==> src/rtl/midi_rx.sv <==
// MIDI serial receiver (8N1, LSB first) with a first-word-fall-through byte FIFO
// and sticky overrun / framing error flags for an MPU-401 style status port.
module midi_rx #(
  parameter int CLK_DIV = 800,
  parameter int FIFO_AW = 4
) (
  input  logic       clk_sys,
  input  logic       reset,
  input  logic       midi_in,
  input  logic       rd,
  input  logic       clr_err,
  output logic [7:0] dout,
  output logic       rx_empty,
  output logic       rx_full,
  output logic       overrun,
  output logic       frame_err
);

  localparam int DEPTH = 1 << FIFO_AW;
  localparam logic [15:0]        DIV_FULL  = 16'(CLK_DIV);
  localparam logic [15:0]        DIV_HALF  = 16'(CLK_DIV / 2);
  localparam logic [FIFO_AW-1:0] PTR_ONE   = 1;
  localparam logic [FIFO_AW:0]   CNT_ONE   = 1;
  localparam logic [FIFO_AW:0]   CNT_DEPTH = DEPTH;

  typedef enum logic [2:0] {IDLE, START, DATA, STOP, BREAK} state_t;

  state_t      state, state_d;
  logic        sync_p0, sync_p1;
  logic        line;
  logic [15:0] timer, timer_d;
  logic [2:0]  idx, idx_d;
  logic [7:0]  shreg, shreg_d;
  logic        expire;
  logic        push, frame_set;

  logic [7:0]         mem [DEPTH];
  logic [FIFO_AW-1:0] wr_ptr, rd_ptr;
  logic [FIFO_AW:0]   count;
  logic               do_rd, do_wr;

  // Stage p0/p1: two-flop synchronizer; idle-high line resets to 1
  always_ff @(posedge clk_sys or posedge reset) begin
    if (reset) begin
      sync_p0 <= 1'b1;
      sync_p1 <= 1'b1;
    end else begin
      sync_p0 <= midi_in;
      sync_p1 <= sync_p0;
    end
  end

  assign line = sync_p1;

  // A load of N makes the timer expire N cycles later
  assign expire = (timer == 16'd1);

  always_ff @(posedge clk_sys or posedge reset) begin
    if (reset) begin
      state <= IDLE;
      timer <= 16'd0;
      idx   <= 3'd0;
    end else begin
      state <= state_d;
      timer <= timer_d;
      idx   <= idx_d;
    end
  end

  always_ff @(posedge clk_sys) begin
    shreg <= shreg_d;
  end

  always_comb begin
    state_d   = state;
    timer_d   = timer;
    idx_d     = idx;
    shreg_d   = shreg;
    push      = 1'b0;
    frame_set = 1'b0;
    case (state)
      IDLE: begin
        if (!line) begin
          timer_d = DIV_HALF;
          state_d = START;
        end
      end
      START: begin
        timer_d = timer - 16'd1;
        if (expire) begin
          if (line) begin
            state_d = IDLE;
          end else begin
            timer_d = DIV_FULL;
            idx_d   = 3'd0;
            state_d = DATA;
          end
        end
      end
      DATA: begin
        timer_d = timer - 16'd1;
        if (expire) begin
          shreg_d[idx] = line;
          timer_d      = DIV_FULL;
          if (idx == 3'd7) state_d = STOP;
          else             idx_d   = idx + 3'd1;
        end
      end
      STOP: begin
        timer_d = timer - 16'd1;
        if (expire) begin
          if (line) begin
            push    = 1'b1;
            state_d = IDLE;
          end else begin
            frame_set = 1'b1;
            state_d   = BREAK;
          end
        end
      end
      BREAK: begin
        if (line) state_d = IDLE;
      end
      default: state_d = IDLE;
    endcase
  end

  // FIFO: a pop frees the head slot, so a push into a full FIFO is accepted alongside it
  assign rx_empty = (count == '0);
  assign rx_full  = (count == CNT_DEPTH);
  assign do_rd    = rd & ~rx_empty;
  assign do_wr    = push & (~rx_full | do_rd);
  assign dout     = rx_empty ? 8'h00 : mem[rd_ptr];

  always_ff @(posedge clk_sys) begin
    if (do_wr) mem[wr_ptr] <= shreg;
  end

  always_ff @(posedge clk_sys or posedge reset) begin
    if (reset) begin
      wr_ptr <= '0;
      rd_ptr <= '0;
      count  <= '0;
    end else begin
      if (do_wr) wr_ptr <= wr_ptr + PTR_ONE;
      if (do_rd) rd_ptr <= rd_ptr + PTR_ONE;
      case ({do_wr, do_rd})
        2'b10:   count <= count + CNT_ONE;
        2'b01:   count <= count - CNT_ONE;
        default: count <= count;
      endcase
    end
  end

  // Sticky flags: a set event outranks a simultaneous clear
  always_ff @(posedge clk_sys or posedge reset) begin
    if (reset) begin
      overrun   <= 1'b0;
      frame_err <= 1'b0;
    end else begin
      if (push & ~do_wr) overrun <= 1'b1;
      else if (clr_err)  overrun <= 1'b0;
      if (frame_set)     frame_err <= 1'b1;
      else if (clr_err)  frame_err <= 1'b0;
    end
  end

endmodule
==> config.mk <==
export PLATFORM = sky130hd
export DESIGN_NAME = midi_rx
export DESIGN_NICKNAME = d
export VERILOG_FILES = /design/src/rtl/midi_rx.sv
export SDC_FILE = /design/constraint.sdc
export NUM_CORES = 1
export LEC_CHECK = 0
export ABC_CLOCK_PERIOD_IN_PS = 3900
export CORE_ASPECT_RATIO = 1.2
export CORE_MARGIN = 10
export CORE_UTILIZATION = 63
export CTS_CLUSTER_SIZE = 28
export DETAILED_ROUTE_END_ITERATION = 10
export DONT_BUFFER_PORTS = 1
export PLACE_DENSITY = 0.87
export SLEW_MARGIN = 40
export SYNTH_ARGS = -nofsm -noshare
export SYNTH_HDL_FRONTEND = slang
export SYNTH_SLANG_ARGS = --single-unit
==> constraint.sdc <==
create_clock -name clk_sys -period 3.9 [get_ports clk_sys]
set_clock_uncertainty 0.15 [all_clocks]
set_input_delay 0.585 -clock clk_sys [delete_from_list [all_inputs] [get_ports clk_sys]]
set_output_delay 0.585 -clock clk_sys [all_outputs]
set_load 0.02 [all_outputs]
* Word level (Yosys, flattened, before mapping) *
Memories as Yosys holds them, arrays and structs flattened.
Index checks and enable logic that the tools add are counted.

storage, ports and cells
  bits in registers = 47
  RAM bits = 128
  input bits = 5
  output and inout port bits = 12
  logic and storage cells = 91
  memories = 1

operators by class
  add/subtract/negate cells = 6
  magnitude comparators = 2
  eq/ne operators = 17
  multiplexer cells = 35
  bitwise logic cells = 7
  reduce and logical (&&, ||, !) cells = 12

memories
  name  depth  width  rd ports  clocked after Yosys merged registers in  wr ports  RTL line  text
  mem   16     8      1         0                                        1         37        logic [7:0] mem [DEPTH];

operator list
  kind                   count
  $mux 16                4
  $pmux 16 s4            1
  $mux 3                 11
  $eq 16x1->1 const B    1
  $ne 2x2->1 const B     8
  $sub 16x1->16 const B  1
  $pmux 3 s5             1
  $mux 1                 12
  $pmux 5 s2             1
  $add 4x1->4 const B    2
  $bwmux 8               1
  $mux 8                 1
  $reduce_bool 2->1      4
  $eq 3x2->1 const B     2
  $eq 3x3->1 const B     2
  $pmux 3 s2             1
  $reduce_and 6->1       1
  $add 5x1->5 const B    1
  $eq 5x5->1 const B     1
  $logic_not 5->1        1
  $reduce_and 5->1       1
  $sub 5x1->5 const B    1
  $lt 3x4->1 const B     1
  $reduce_and 2->1       2
  13 further kinds       17

* Logic depth before layout (Yosys ltp) *
  word-level depth = 8
  mapped depth = 11
  depth with buffers taken out = 11

* Worst setup path before layout *
No wires, ideal clock.

  kind = flip-flop to output port
  start point = register rd_ptr[0]
  end point = output dout[0]
  arrival time = 2.400 ns
  data required time = 3.165 ns
  setup slack = 0.765 ns
  stages on the path, launching flop included = 6
  buffers on the path = 2
  cell sequence = dfrtp_1 -> clkbuf_1 -> buf_1 -> mux4_2 -> mux4_2 -> nor2b_1

on the way
  cells in the longest elaborated chain, start to end = 2

ends and longest elaborated chain
  what                    RTL line  text
  from (decl)             38        logic [FIFO_AW-1:0] wr_ptr, rd_ptr;
  from (signal assigned)  146       if (do_rd) rd_ptr <= rd_ptr + PTR_ONE;
  $mem_v2 16x8            n/a
  $mux 8                  133       assign dout = rx_empty ? 8'h00 : mem[rd_ptr];
  to (decl)               12        output logic [7:0] dout,

No other way between the ends.

* Final worst setup path *
  start point = register timer[1]
  end point = memory mem[9][1] (enable)

on the way
  cells in the longest elaborated chain, start to end = 6

ends and longest elaborated chain
  what                          RTL line  text
  from (decl)                   31        logic [15:0] timer, timer_d;
  from (signal assigned)        65        timer <= timer_d;
  $eq 16x1->1                   56        assign expire = (timer == 16'd1);
  $mux 1                        111       if (expire) begin
  $mux 1                        81        case (state)
  $and 1x1->1                   132       assign do_wr = push & (~rx_full | do_rd);
  $mux 1                        136       if (do_wr) mem[wr_ptr] <= shreg;
  $mux 1 (not written as such)  136
  to (decl)                     37

No other way between the ends.

==> impl_results.md <==
* Number of H-tree branching levels at 4
* Total stage count of the critical path at 7
* Total Die Area at around 0.017 mm2
* Global-route wire length before repair at 28,400 um
* Core area at 0.0116 mm2
* DRC errors left at 0
* Number of warnings issued by yosys at 0
* Setup violations, final at 0
* CTS tree: done
* Reg2Reg Depth at 7
* Placed wire-length estimate after detailed placement at 10,200 um
* Maximum clock rate at 296 MHz
* Number of hold buffers added after cts at 1
* Maximum buffer depth of the clock tree at 2
* Reported leakage power at 2.80 nW
* Worst hold margin at 0.0220 ns
* Share of the clock period used by the worst path at 86.7%
* Maximum number of pins on one net before global-route repair at 40
* Status: finished clean
* Type of the tightest min-delay check: in -> async
* Actual transition at the worst max-transition pin at approximately 0.80 ns
* CP Buf/Inv Count at 1
* Yosys reg bits at 175
* Number of standard cells after synthesis at 467
* Number of standard-cell rows in the floorplan at 43
* Number of buffers added on ports at 0
* Sequence of cells on the critical path: inv_1 > ha_1 > or4b_4 > nor4_1 > and3_1 > nand2_1 > nor2_1
* Layout cell share with drive strength beyond 1 at 20.1%
* Die Width at 120 um
* Per-cell via count in the routed design at 6.92
* Final number of hold-violating endpoints at 0
* WS Path Type: reg -> reg
* Max Transition Viols Final at 0
* Global route overflow at 0
* Effective utilization at floorplan at 64.6%
* Sum Neg Setup Slack at 0 ns
* Crit path max-delay cell type: nor2_1
* Clock slew at the register clock pins of the worst setup and hold paths at 0.07 ns
* Detailed-route wire length at 18,200 um
* Required time at the endpoint of the critical path at 3.80 ns
* Number of routed nets with antenna violations at 0
* Number of vias in the routed layout at ~4,500
* CTS sink cnt at about 180
* Power density relative to cell area at 442 mW/mm2
* Number of different library cells in the post-synthesis netlist at 54
* Final Critical Period at 3.38 ns
* Clock insertion delay at the later pin of the skew report at 0.44 ns
* Placer's final routability congestion estimate at 0.903
* Post-synth net total at 483
* Cell family contributing the most delay on the critical path: simple AND/OR/NAND/NOR gates
* Max incr delay on CP at 0.66 ns
* Peak supply drop at 327 uV
* TritonCTS buffer count at 17
* Worst path arrival time at roughly 3.3 ns
* Count of routing violations after the opening detailed-route iteration at 555
* Mean cell area of the mapped netlist at 16.1 um2
* Synth-to-Final Area Change at 10.2%
* Syn Std Cell Area at 0.00750 mm2
* Die extent in y at roughly 140 um
* Utilization after layout at ~71%
* Register area share after synthesis at 67.5%
* Drt first pass iters at 6
* Unrepaired setup endpoints after global routing: false
* Master cell of the clock root buffer: clkbuf_16
* Most used cells in the layout excluding fill and tap cells: edfxtp_1, mux4_2, dfrtp_1, nor2_1, nand2_1
* Resize count post-CTS at 0
* GRT Overall Usage at 22.7%
* Number of synthesized flops with an enable pin at 136
* Total Nets Final at 490
* Proportion of synthesized flip-flops having asynchronous set or reset at 22.3%
* Avg WL per Cell at about 28 um
* Kind of launch point of the worst setup path: flop
* Antenna violations before repair at 0
* Maximum net fanout on the critical path at 10
* Most common cell after layout, fill and taps aside: edfxtp_1
* MaxCap Viol Count at 0
* Io pins at 17
* Crit path capture type: flop
* Max transition margin at 46.3%
* Vias in the first global route at between 4,000 and 5,000
* Total inserted antenna cells at 0
* # Post-CTS Setup Buffers at 0
* Top flip-flop cell by instance count after synthesis: edfxtp_1
## cells by family (layout without fill, tap and decap cells)
group | after synthesis | count (layout) | synth area share [%]
xor+xnor | 14 | 14 | 1.63
mux | 44 | 44 | 12.6
fa+ha+maj | 11 | 11 | 1.83
compound gates | 63 | 63 | 5.77
buf+inv | 41 | 61 | 2.27
flops | 175 | 175 | 67.5
simple gates | 119 | 119 | 8.42
## state kept, by name, indices dropped and copies added (netlist names)
register / count
state: 3
idx: 3
frame_err: 1
shreg: 8
mem: 128
wr_ptr: 4
rd_ptr: 4
timer: 16
overrun: 1
line: 1
sync_p0: 1
count: 5
## stage by stage
step                power [W]  setup WS, ns  cell area (um2)  cells
floorplan             0.00204         0.765             7500    467
global placement      0.00204         0.807             7690    611
detailed placement    0.00204         0.672             7690    611
CTS                   0.00365         0.611             8260    644
global route          0.00372         0.332             8270    644
finish                0.00365         0.517             8270    644
## synth_stat cells (6+ instances only)
library cell,count,area [um2]
clkbuf_1,13,48.8
dfrtp_1,37,926
nand3_1,6,30.0
ha_1,11,138
inv_1,17,63.8
o211ai_1,9,67.6
nor2b_1,8,50.1
mux4_2,40,901
and2_1,6,37.5
o21ai_0,7,35.0
buf_1,8,30.0
a21oi_1,15,75.1
edfxtp_1,136,4080
nand2_1,20,75.1
xnor2_1,11,96.3
nor3_1,12,60.1
nor4_1,6,37.5
nor2_1,31,116
## path summary, 6_finish.rpt
check / startpoint / endpoint / slack, ns
setup / recovery: timer[1]$_DFFE_PP0P_ / mem[9][1]$_DFFE_PP_ / 0.52
hold / removal: reset / timer[12]$_DFFE_PP0P_ / 0.02
setup reg to reg: timer[1]$_DFFE_PP0P_ / mem[9][1]$_DFFE_PP_ / 0.52
hold reg to reg: sync_p0$_DFF_PP1_ / line$_DFF_PP1_ / 0.21
max in group asynchronous: reset / sync_p0$_DFF_PP1_ / 3.21
min in group clk_sys: clr_err / overrun$_DFFE_PP0P_ / 0.09
## where the power goes
| group | switching, W | total (W) | internal, W |
|---|---|---|---|
| Sequential | 0.00000252 | 0.00199 | 0.00199 |
| Clock | 0.000752 | 0.00165 | 0.000894 |
| Combinational | 0.0000101 | 0.0000129 | 0.00000274 |
| Total | 0.000765 | 0.00365 | 0.00289 |
## layer usage
metal	up-vias	global-route usage, %	wire (um)
met3	77	5.54	1460
met4	0	10.6	828
met5	-	0	0
met2	328	38.4	9550
met1	2202	26.5	6350
li1	1849	-	-
## area by class of cell
cell class              instances  area [um2]
well taps                     157         196
clock buffers                  19         433
flip-flops and latches        175        5060
fillers                       672        3360
inverters                      17        63.8
repair buffers                 12         105
multi-input cells             251        2280
clock inverters                13         128
Power figures use the tool's default switching activity.
